--- src/rtl/apb_burst_master.sv ---
// APB4 burst master: splits valid/ready burst requests into single APB transfers
// with per-beat window decode, a PREADY timeout and one response per beat.
module apb_burst_master #(
  parameter int unsigned              ADDR_WIDTH     = 32,
  parameter int unsigned              DATA_WIDTH     = 32,
  parameter int unsigned              NUM_SLAVES     = 2,
  parameter int unsigned              LEN_WIDTH      = 4,
  parameter logic [ADDR_WIDTH-1:0]    BASE_ADDR      = 32'h0001_F000,
  parameter logic [ADDR_WIDTH-1:0]    STRIDE         = 32'h0001_0000,
  parameter logic [ADDR_WIDTH-1:0]    REGION_SIZE    = 32'h0000_1000,
  parameter int unsigned              TIMEOUT_CYCLES = 16
) (
  input  logic                      clk,
  input  logic                      rst_n,
  input  logic                      req_valid,
  output logic                      req_ready,
  input  logic                      req_write,
  input  logic [ADDR_WIDTH-1:0]     req_addr,
  input  logic [LEN_WIDTH-1:0]      req_len,
  input  logic [2:0]                req_prot,
  input  logic                      wdata_valid,
  output logic                      wdata_ready,
  input  logic [DATA_WIDTH-1:0]     wdata,
  input  logic [DATA_WIDTH/8-1:0]   wstrb,
  output logic                      rsp_valid,
  input  logic                      rsp_ready,
  output logic [DATA_WIDTH-1:0]     rsp_data,
  output logic                      rsp_err,
  output logic                      rsp_last,
  output logic [ADDR_WIDTH-1:0]     paddr,
  output logic [DATA_WIDTH-1:0]     pwdata,
  output logic [DATA_WIDTH/8-1:0]   pstrb,
  output logic [2:0]                pprot,
  output logic                      pwrite,
  output logic                      penable,
  output logic [NUM_SLAVES-1:0]     psel,
  input  logic [DATA_WIDTH-1:0]     prdata,
  input  logic                      pready,
  input  logic                      pslverr
);

  localparam int unsigned             STRB_W   = DATA_WIDTH / 8;
  localparam logic [ADDR_WIDTH-1:0]   BEAT_INC = ADDR_WIDTH'(DATA_WIDTH / 8);
  localparam int unsigned             TMO_W    = (TIMEOUT_CYCLES > 0) ? $clog2(TIMEOUT_CYCLES + 1) : 1;
  localparam logic [TMO_W-1:0]        TMO_MAX  = TMO_W'(TIMEOUT_CYCLES);

  typedef enum logic [2:0] {
    ST_IDLE   = 3'd0,
    ST_WAIT_W = 3'd1,
    ST_SETUP  = 3'd2,
    ST_ACCESS = 3'd3,
    ST_RESP   = 3'd4
  } state_t;

  // Windows are compared in 64 bits so BASE + i*STRIDE + SIZE cannot wrap.
  function automatic logic [NUM_SLAVES-1:0] decode(input logic [ADDR_WIDTH-1:0] addr);
    logic [NUM_SLAVES-1:0] sel;
    logic [63:0]           lo;
    sel = '0;
    for (int i = 0; i < NUM_SLAVES; i++) begin
      lo     = 64'(BASE_ADDR) + 64'(i) * 64'(STRIDE);
      sel[i] = (64'(addr) >= lo) && (64'(addr) < lo + 64'(REGION_SIZE));
    end
    return sel;
  endfunction

  state_t                  r_state;
  logic [ADDR_WIDTH-1:0]   r_addr;
  logic [LEN_WIDTH-1:0]    r_len;
  logic [LEN_WIDTH-1:0]    r_cnt;
  logic                    r_write;
  logic [2:0]              r_prot;
  logic                    r_miss;
  logic [TMO_W-1:0]        r_tmo;
  logic                    r_req_ready;
  logic                    r_wdata_ready;
  logic                    r_rsp_valid;
  logic [DATA_WIDTH-1:0]   r_rsp_data;
  logic                    r_rsp_err;
  logic                    r_rsp_last;
  logic [ADDR_WIDTH-1:0]   r_paddr;
  logic [DATA_WIDTH-1:0]   r_pwdata;
  logic [STRB_W-1:0]       r_pstrb;
  logic [2:0]              r_pprot;
  logic                    r_pwrite;
  logic                    r_penable;
  logic [NUM_SLAVES-1:0]   r_psel;

  logic                    w_enter_setup;
  logic [ADDR_WIDTH-1:0]   w_next_addr;
  logic                    w_next_write;
  logic [2:0]              w_next_prot;
  logic [NUM_SLAVES-1:0]   w_next_sel;
  logic                    w_tmo_hit;

  // Beat about to enter SETUP comes straight from the request, the next increment, or the held address.
  assign w_next_addr  = (r_state == ST_IDLE) ? req_addr :
                        (r_state == ST_RESP) ? r_addr + BEAT_INC : r_addr;
  assign w_next_write = (r_state == ST_IDLE) ? req_write : r_write;
  assign w_next_prot  = (r_state == ST_IDLE) ? req_prot  : r_prot;
  assign w_next_sel   = decode(w_next_addr);
  assign w_tmo_hit    = (TIMEOUT_CYCLES != 0) && (r_tmo == TMO_MAX);

  // Flags the clock edge on which the FSM moves into SETUP.
  always_comb begin
    w_enter_setup = 1'b0;
    case (r_state)
      ST_IDLE:   w_enter_setup = req_valid && r_req_ready && !req_write;
      ST_WAIT_W: w_enter_setup = wdata_valid && r_wdata_ready;
      ST_RESP:   w_enter_setup = rsp_ready && !r_rsp_last && !r_write;
      default:   w_enter_setup = 1'b0;
    endcase
  end

  // Burst FSM with every interface output registered.
  always_ff @(posedge clk or negedge rst_n) begin
    if (!rst_n) begin
      r_state       <= ST_IDLE;
      r_addr        <= '0;
      r_len         <= '0;
      r_cnt         <= '0;
      r_write       <= 1'b0;
      r_prot        <= 3'd0;
      r_miss        <= 1'b0;
      r_tmo         <= '0;
      r_req_ready   <= 1'b0;
      r_wdata_ready <= 1'b0;
      r_rsp_valid   <= 1'b0;
      r_rsp_data    <= '0;
      r_rsp_err     <= 1'b0;
      r_rsp_last    <= 1'b0;
      r_paddr       <= '0;
      r_pwdata      <= '0;
      r_pstrb       <= '0;
      r_pprot       <= 3'd0;
      r_pwrite      <= 1'b0;
      r_penable     <= 1'b0;
      r_psel        <= '0;
    end else begin
      case (r_state)
        ST_IDLE: begin
          if (req_valid && r_req_ready) begin
            r_req_ready <= 1'b0;
            r_addr      <= req_addr;
            r_len       <= req_len;
            r_write     <= req_write;
            r_prot      <= req_prot;
            r_cnt       <= '0;
            if (req_write) begin
              r_state       <= ST_WAIT_W;
              r_wdata_ready <= 1'b1;
            end else begin
              r_state <= ST_SETUP;
            end
          end else begin
            r_req_ready <= 1'b1;
          end
        end
        ST_WAIT_W: begin
          if (wdata_valid && r_wdata_ready) begin
            r_wdata_ready <= 1'b0;
            r_state       <= ST_SETUP;
          end
        end
        ST_SETUP: begin
          if (r_miss) begin
            r_state     <= ST_RESP;
            r_rsp_valid <= 1'b1;
            r_rsp_err   <= 1'b1;
            r_rsp_data  <= '0;
            r_rsp_last  <= (r_cnt == r_len);
          end else begin
            r_state   <= ST_ACCESS;
            r_penable <= 1'b1;
            r_tmo     <= '0;
          end
        end
        ST_ACCESS: begin
          if (pready || w_tmo_hit) begin
            r_state     <= ST_RESP;
            r_psel      <= '0;
            r_penable   <= 1'b0;
            r_rsp_valid <= 1'b1;
            r_rsp_last  <= (r_cnt == r_len);
            r_rsp_err   <= pready ? pslverr : 1'b1;
            r_rsp_data  <= (pready && !pslverr && !r_write) ? prdata : '0;
          end else begin
            r_tmo <= r_tmo + 1'b1;
          end
        end
        ST_RESP: begin
          if (rsp_ready) begin
            r_rsp_valid <= 1'b0;
            if (r_rsp_last) begin
              r_state     <= ST_IDLE;
              r_req_ready <= 1'b1;
            end else begin
              r_addr <= r_addr + BEAT_INC;
              r_cnt  <= r_cnt + 1'b1;
              if (r_write) begin
                r_state       <= ST_WAIT_W;
                r_wdata_ready <= 1'b1;
              end else begin
                r_state <= ST_SETUP;
              end
            end
          end
        end
        default: r_state <= ST_IDLE;
      endcase

      // A decode miss leaves the APB bus idle and the last address/direction held.
      if (w_enter_setup) begin
        r_psel <= w_next_sel;
        r_miss <= ~|w_next_sel;
        if (|w_next_sel) begin
          r_paddr  <= w_next_addr;
          r_pwrite <= w_next_write;
          r_pprot  <= w_next_prot;
          r_pstrb  <= w_next_write ? wstrb : '0;
          r_pwdata <= w_next_write ? wdata : r_pwdata;
        end
      end
    end
  end

  assign req_ready   = r_req_ready;
  assign wdata_ready = r_wdata_ready;
  assign rsp_valid   = r_rsp_valid;
  assign rsp_data    = r_rsp_data;
  assign rsp_err     = r_rsp_err;
  assign rsp_last    = r_rsp_last;
  assign paddr       = r_paddr;
  assign pwdata      = r_pwdata;
  assign pstrb       = r_pstrb;
  assign pprot       = r_pprot;
  assign pwrite      = r_pwrite;
  assign penable     = r_penable;
  assign psel        = r_psel;

endmodule

--- config.mk ---
export PLATFORM = sky130hd
export DESIGN_NAME = apb_burst_master
export DESIGN_NICKNAME = d
export VERILOG_FILES = /design/src/rtl/apb_burst_master.sv
export SDC_FILE = /design/constraint.sdc
export NUM_CORES = 1
export LEC_CHECK = 0
export BUFFER_PORTS_ARGS = -buffer_cell sky130_fd_sc_hd__buf_2
export CAP_MARGIN = 25
export CORE_MARGIN = 1.5
export CORE_UTILIZATION = 48
export DETAILED_ROUTE_END_ITERATION = 7
export PLACE_DENSITY = 0.75
export SETUP_SLACK_MARGIN = 0.05
export SLEW_MARGIN = 10
export SYNTH_ARGS = -nofsm -noshare
export SYNTH_HDL_FRONTEND = slang
export SYNTH_SLANG_ARGS = --single-unit
--- constraint.sdc ---
create_clock -name clk -period 3 [get_ports clk]
set_input_delay 0.45 -clock clk [delete_from_list [all_inputs] [get_ports clk]]
set_output_delay 0.45 -clock clk [all_outputs]
set_load 0.1 [all_outputs]
Yosys cells after proc, flatten, opt, wreduce, memory -nomap -nowiden

Cells that the tools add are included.
W data, S select, Z words.

Bits in registers: 165
Bits of input ports: 115

Add/sub/neg operators: 3
Magnitude comparators: 4
Eq/ne operators: 17
Multiplexer cells: 57
Reductions and logical operators: 35

Operator list:

| cell                    | count |
|---|---|
| $mux W32                | 8 |
| $pmux W32 S2            | 2 |
| $lt A32 B18 Y1 const B  | 2 |
| $add A32 B3 Y32 const B | 1 |
| $ge A32 B17 Y1 const B  | 1 |
| $ge A32 B18 Y1 const B  | 1 |
| $ne A2 B2 Y1 const B    | 10 |
| $mux W1                 | 19 |
| $mux W3                 | 6 |
| $mux W4                 | 4 |
| $pmux W3 S5             | 1 |
| $reduce_and A3 Y1       | 5 |
| $mux W2                 | 6 |
| $reduce_and A4 Y1       | 3 |
| $mux W5                 | 2 |
| $pmux W5 S2             | 1 |
| $logic_and A1 B1 Y1     | 9 |
| $pmux W1 S3             | 3 |
| $pmux W1 S2             | 4 |
| $pmux W4 S2             | 1 |
| $reduce_bool A2 Y1      | 4 |
| $reduce_and A7 Y1       | 1 |
| $eq A3 B2 Y1 const B    | 2 |
| $reduce_and A2 Y1       | 3 |
| 12 further kinds        | 17 |

Longest topological paths before layout

Word-level depth: 7
Mapped depth: 12
Depth with buffers taken out: 9

Worst setup path before layout

OpenSTA, ideal clock, no wires.

Path type: register -> register
From: register r_req_ready (netlist: req_ready)
To: register r_pwdata[0] (netlist: pwdata[0])
Arrival: 3134 ps
Data required time: 2872 ps
Path slack: -262 ps
Stages on the path, launching flop included: 11
Buffers on the path: 2
Clock period less this slack: 3262 ps
Cells stage by stage: dfrtp_1 > nand3b_1 > o32a_1 > o22ai_1 > nand4_1 > or4_4 > nor4b_2 > a21boi_2 > buf_6 > buf_8 > mux2_1

Word-level cells in the longest chain between the ends: 4

Ends and longest elaborated chain:

| what                             | RTL line | source |
|---|---|---|
| start, declared                  | 75       | `logic r_req_ready;` |
| start signal, assigned           | 126      | `r_req_ready <= 1'b0;` |
| start signal, assigned           | 143      | `r_req_ready <= 1'b0;` |
| start signal, assigned           | 156      | `r_req_ready <= 1'b1;` |
| $logic_and A1 B1 Y1 (2 in a row) | 108      | `ST_IDLE: w_enter_setup = req_valid && r_req_ready && !req_write;` |
| $pmux W1 S3                      | 107      | `case (r_state)` |
| $reduce_and A3 Y1 (no line)      | n/a      |  |
| end signal, assigned             | 221      | `r_pwdata <= w_next_write ? wdata : r_pwdata;` |
| end, declared                    | 82       | `logic [DATA_WIDTH-1:0] r_pwdata;` |

Every way passes these cells.
A chain may end at the register's enable or synchronous reset.

Worst setup path in the final report

From: register r_addr[2]
To: register r_pwdata[30] (netlist: pwdata[30])

Word-level cells in the longest chain between the ends: 7
Elaborated cells on any way between the ends: 11
Classes of those cells: add/sub: 1; order compare: 4; mux: 2; reduce/logical: 4

Ends and longest elaborated chain:

| what                                   | RTL line | source |
|---|---|---|
| start, declared                        | 68       | `logic [ADDR_WIDTH-1:0] r_addr;` |
| start signal, assigned                 | 144      | `r_addr <= req_addr;` |
| start signal, assigned                 | 198      | `r_addr <= r_addr + BEAT_INC;` |
| $add A32 B3 Y32                        | 98       | `(r_state == ST_RESP) ? r_addr + BEAT_INC : r_addr;` |
| $mux W32 *                             | 98       |  |
| $mux W32 *                             | 97       | `assign w_next_addr = (r_state == ST_IDLE) ? req_addr :` |
| $ge A32 B17 Y1 (tied with other cells) | 62       | `sel[i] = (64'(addr) >= lo) && (64'(addr) < lo + 64'(REGION_SIZE));` |
| $logic_and A1 B1 Y1                    | 62       |  |
| $reduce_or A2 Y1 *                     | 216      | `if (\|w_next_sel) begin` |
| $reduce_and A3 Y1 (no line) *          | n/a      |  |

Mark *: on every way between the ends. The rest lies on a longest branch, timed or not.

==> results.md <==
* Worst flop-to-flop path endpoint: pwdata[30]$_DFFE_PN0P_
* Required arrival time at the worst endpoint at 3.31 ns
* Number of placed cells counting well taps at between 1000 and 1500
* Minimum clock period at 3.101 ns
* Via count of the first global-routing pass at a little under 7000
* Overall Global Routing Usage at between 20 and 30%
* Fraction of layout cells with a size suffix above 1 at 42.42%
* Number of buffers on the longest clock path at 2
* Number of instances in the synthesized netlist at ~750
* Cell count of the worst reg-to-reg path at 11
* Top fanout value on the critical path at 11
* Number of buffers added on ports at 226
* Multiplexer share of the synthesized area at 9.835%
* CTS root buf: sky130_fd_sc_hd__clkbuf_16
* Fraction of synthesized cell area taken by the top area cell type at between 50% and 60%
* Crit share post-route at 103.4%
* Clk pin slew, worst setup/hold paths at 0.07 ns
* Overall die height at between 100 and 150 um
* Largest net degree at the start of global routing at 57
* Cell area reported after detailed placement at 10000 um2
* Actual transition at the worst max-transition pin at slightly below 0.8 ns
* Number of antenna violations at the first check in global routing at 0
* Via-per-instance ratio at roughly 5.7
* Mapped Avg Cell Area at between 10 and 15 um2
* CTS buffer count at 17
* Clock tree from TritonCTS: built
* Weighted congestion reported at the end of routability-driven placement at between 0.9 and 1
* Area inside the core boundary at about 16000 um2
* Post-Synth Simple-Gate Area at about 15%
* Outcome: finished, violations left
* Portion of the post-synthesis area used by sequential elements at about 50%
* Drt drc at 0
* Total Nets Final at 1162
* Initial core utilization at 48.83%
* Number of flops mapped to enable cells by yosys at 0
* Setup clock skew after layout at around 0.008 ns
* Category of the most critical setup path: flip-flop to flip-flop
* Area Overhead vs Synth at 34.41%
* Hold-critical path endpoint: rsp_data[5]$_DFFE_PN0P_
* Maximum level of the CTS H-tree at 4
* Worst hold path depth at 2
* Setup slack at placement at -0.1485 ns
* Final setup margin at -0.1012 ns
* Area of the die at roughly 18000 um2
* Main combinational cell family by area after synthesis: compound AO/OA/AOI/OAI gates
* Number of sinks handled by clock tree synthesis at about 170
* Rel. slew slack at around 48%
* Hold Slack at between 0.2 and 0.25 ns
* Clock insertion delay at the later pin of the skew report at about 0.42 ns
* Post-Layout Inst Area at 10810 um2
* Final hold vios at 0
* Most frequently used flop master after synthesis: sky130_fd_sc_hd__dfrtp_1
* Yosys warning total at 0
* Chip Width at about 130 um
* Proportion of register bits with asynchronous set or reset after synthesis at between 90% and 100%
* Number of nets produced by synthesis at about 870
* Compound-gate portion of the synthesized area at between 10% and 20%
* WL final at 22480 um
* Reg2reg setup slack at -0.10 ns
* Layout filler cell count at ~1300
* Post-route antenna net violation count at 0
* Iteration-0 DRC Markers at about 500
* Tot Pwr at 11.19 mW
* Antenna diode instance count at 0
* Row Count at 47
* Count of final max-slew check failures at 0
* Final instance count without filler cells at 1276
* First-pass GRT wire length at ~35000 um
* Hpwl dp at roughly 16000 um
* Pleak at 5.460 nW
* Synth Cell Area at roughly 8000 um2
* Capturing element type of the critical path: flip-flop
* Average wire per standard cell at between 15 and 20 um
* Xor-xnor portion of the synthesized cell area at ~1.7%
* Failing checks: negative setup slack
* Number of endpoints failing setup at the final stage at 33
* Achievable Freq at about 0.32 GHz
* Launch point of the worst hold path: prdata[5]
* Classification of the worst-slack hold path: input pin to flip-flop
* RSZ-0062 raised after global routing: yes
* Total congestion overflow at 0
* Type of origin of the critical path: flip-flop
* Worst supply voltage drop on vdd at 523.5 uV
* Dominant cells by area after synthesis: sky130_fd_sc_hd__dfrtp_1 51%, sky130_fd_sc_hd__mux2_2 4.9%, sky130_fd_sc_hd__a22o_1 4.1%, sky130_fd_sc_hd__mux2_4 3.7%, sky130_fd_sc_hd__a21oi_1 2.9%
* 1st-pass router iterations at 5
* Worst r2r src: r_addr[2]$_DFFE_PN0P_
* Count of boundary I/O pins at approximately 230
* Arrival time at the worst endpoint at about 3.4 ns
* Detailed-route via count at between 7000 and 8000
* Maxcap violations at 0
* Adder-Cell Fraction of Synth Area at less than 1%
* Power density relative to cell area at roughly 1000 nW/um2
* Synth area leader: sky130_fd_sc_hd__dfrtp_1
* Setup Total Neg Slack at -2.533 ns
* Number of unique standard cell types used by synthesis at 70
* #FFs+latches synth at roughly 170
* Post-layout utilization of the core at about two thirds
-- report_power, final --
part	internal, mW	leakage, nW	switching [mW]
Clock	1.25	0.291	0.958
Sequential	2.83	2.18	0.542
Combinational	1.69	2.99	3.93
Total	5.77	5.46	5.43
-- layer usage --
layer	share of wire, %	up-vias	track usage [%]
li1	-	3359	-
met2	48	335	40.75
met5	0	-	0
met1	42	3486	34.30
met3	7.5	42	4.636
met4	1.9	0	8.364
-- kinds of logic after synthesis --
| kind of cell | after synthesis |
|---|---|
| adder cells (fa/ha/maj) | 4 |
| XOR/XNOR | 16 |
| AO/OA/AOI/OAI | 200 |
| buffers and inverters | 76 |
| flip-flops | 165 |
| multiplexers | 64 |
| AND/OR/NAND/NOR | 223 |
-- Yosys cell counts (6+ instances only) --
library cell / number
sky130_fd_sc_hd__a22o_1: 38
sky130_fd_sc_hd__dfrtp_1: 165
sky130_fd_sc_hd__mux2_4: 20
sky130_fd_sc_hd__xnor2_1: 7
sky130_fd_sc_hd__nand4_1: 19
sky130_fd_sc_hd__and3_1: 9
sky130_fd_sc_hd__inv_1: 21
sky130_fd_sc_hd__a221o_1: 8
sky130_fd_sc_hd__nand2_1: 50
sky130_fd_sc_hd__buf_2: 16
sky130_fd_sc_hd__o22ai_1: 7
sky130_fd_sc_hd__and2_1: 20
sky130_fd_sc_hd__clkbuf_1: 32
sky130_fd_sc_hd__o21ai_0: 45
sky130_fd_sc_hd__nor2_1: 46
sky130_fd_sc_hd__nor4_1: 6
sky130_fd_sc_hd__xor2_1: 9
sky130_fd_sc_hd__mux2_2: 35
sky130_fd_sc_hd__nand3_1: 15
sky130_fd_sc_hd__a31oi_1: 12
sky130_fd_sc_hd__nand2b_1: 6
sky130_fd_sc_hd__nor3_1: 20
sky130_fd_sc_hd__a21oi_1: 46
sky130_fd_sc_hd__a21o_1: 6
-- layout make-up --
cell class / instances / area [um2] / share of cell area [%]
timing repair buffer: 331 / 2062 / 19.08
multi-input combinational: 507 / 3665 / 33.91
clock inverter: 14 / 161.4 / 1.494
inverter: 21 / 78.83 / 0.7294
sequential: 165 / 4135 / 38.27
clock buffer: 18 / 429.2 / 3.971
tap: 220 / 275.3 / 2.547
-- critical path, cell delays in order, from the launching register on --
cell and delay, ns:
sky130_fd_sc_hd__dfrtp_2 0.39, sky130_fd_sc_hd__ha_4 0.15, sky130_fd_sc_hd__nand3_4 0.10, sky130_fd_sc_hd__or4_4 0.54
sky130_fd_sc_hd__nand3_2 0.09, sky130_fd_sc_hd__nand4_1 0.09, sky130_fd_sc_hd__or4_4 0.47, sky130_fd_sc_hd__nor4b_4 0.28
sky130_fd_sc_hd__a21boi_4 0.26, sky130_fd_sc_hd__buf_12 0.15, sky130_fd_sc_hd__clkbuf_16 0.17, sky130_fd_sc_hd__mux2_4 0.30
-- placed cells by master (no fill, tap or decap), types with 3 or more instances in the layout --
cell type	count
sky130_fd_sc_hd__nand2_1	50
sky130_fd_sc_hd__o22ai_1	7
sky130_fd_sc_hd__and2_1	20
sky130_fd_sc_hd__or3_1	3
sky130_fd_sc_hd__mux2_4	32
sky130_fd_sc_hd__clkbuf_16	19
sky130_fd_sc_hd__buf_2	225
sky130_fd_sc_hd__xor2_1	9
sky130_fd_sc_hd__nor2_1	45
sky130_fd_sc_hd__buf_12	6
sky130_fd_sc_hd__o211ai_1	5
sky130_fd_sc_hd__and4_1	4
sky130_fd_sc_hd__a211o_1	3
sky130_fd_sc_hd__nand3_1	13
sky130_fd_sc_hd__xnor2_1	7
sky130_fd_sc_hd__mux2i_1	4
sky130_fd_sc_hd__a31oi_1	12
sky130_fd_sc_hd__nand4_1	19
sky130_fd_sc_hd__a22o_1	38
sky130_fd_sc_hd__a21o_1	6
sky130_fd_sc_hd__nor4bb_1	3
sky130_fd_sc_hd__ha_1	3
sky130_fd_sc_hd__and3_1	9
sky130_fd_sc_hd__or4_4	3
sky130_fd_sc_hd__dfrtp_2	5
sky130_fd_sc_hd__a221o_1	8
sky130_fd_sc_hd__dfrtp_1	160
sky130_fd_sc_hd__nor4_1	6
sky130_fd_sc_hd__nor3_1	20
sky130_fd_sc_hd__a21oi_1	46
sky130_fd_sc_hd__inv_1	21
sky130_fd_sc_hd__inv_6	7
sky130_fd_sc_hd__nor3b_1	4
sky130_fd_sc_hd__o21ai_0	45
sky130_fd_sc_hd__buf_4	94
sky130_fd_sc_hd__nand2b_1	6
sky130_fd_sc_hd__nand3b_1	3
sky130_fd_sc_hd__nor4b_1	3
sky130_fd_sc_hd__mux2_2	28
sky130_fd_sc_hd__o311ai_0	3
-- registers in the layout, indices dropped and copies added (netlist names), 3 cells and up --
signal and flops:
r_prot 3, pprot 3, r_addr 32, paddr 32, r_state 3, pstrb 4, r_cnt 4, r_len 4
r_tmo 5, pwdata 32, rsp_data 32
-- how the worst max path moves through the flow --
| stage | endpoint | start |
|---|---|---|
| floorplan | pwdata[0]$_DFFE_PN0P_ | r_addr[2]$_DFFE_PN0P_ |
| global placement | pwdata[8]$_DFFE_PN0P_ | req_addr[30] |
| detailed placement | pwdata[14]$_DFFE_PN0P_ | req_addr[30] |
| CTS | pwdata[10]$_DFFE_PN0P_ | r_addr[2]$_DFFE_PN0P_ |
| global route | pwdata[30]$_DFFE_PN0P_ | r_addr[2]$_DFFE_PN0P_ |
| finish | pwdata[30]$_DFFE_PN0P_ | r_addr[2]$_DFFE_PN0P_ |
-- timing repair --
action                                  in CTS  in global routing
gates resized for setup                      2                 20
hold buffers                                 1                  0
endpoints found under the setup margin      34                 50
gates cloned                                 0                  2
endpoints found under the hold margin        5                  0
pin swaps                                    0                  4
setup buffers                                0                  7
Note: power is estimated with default switching activity, not from simulation.
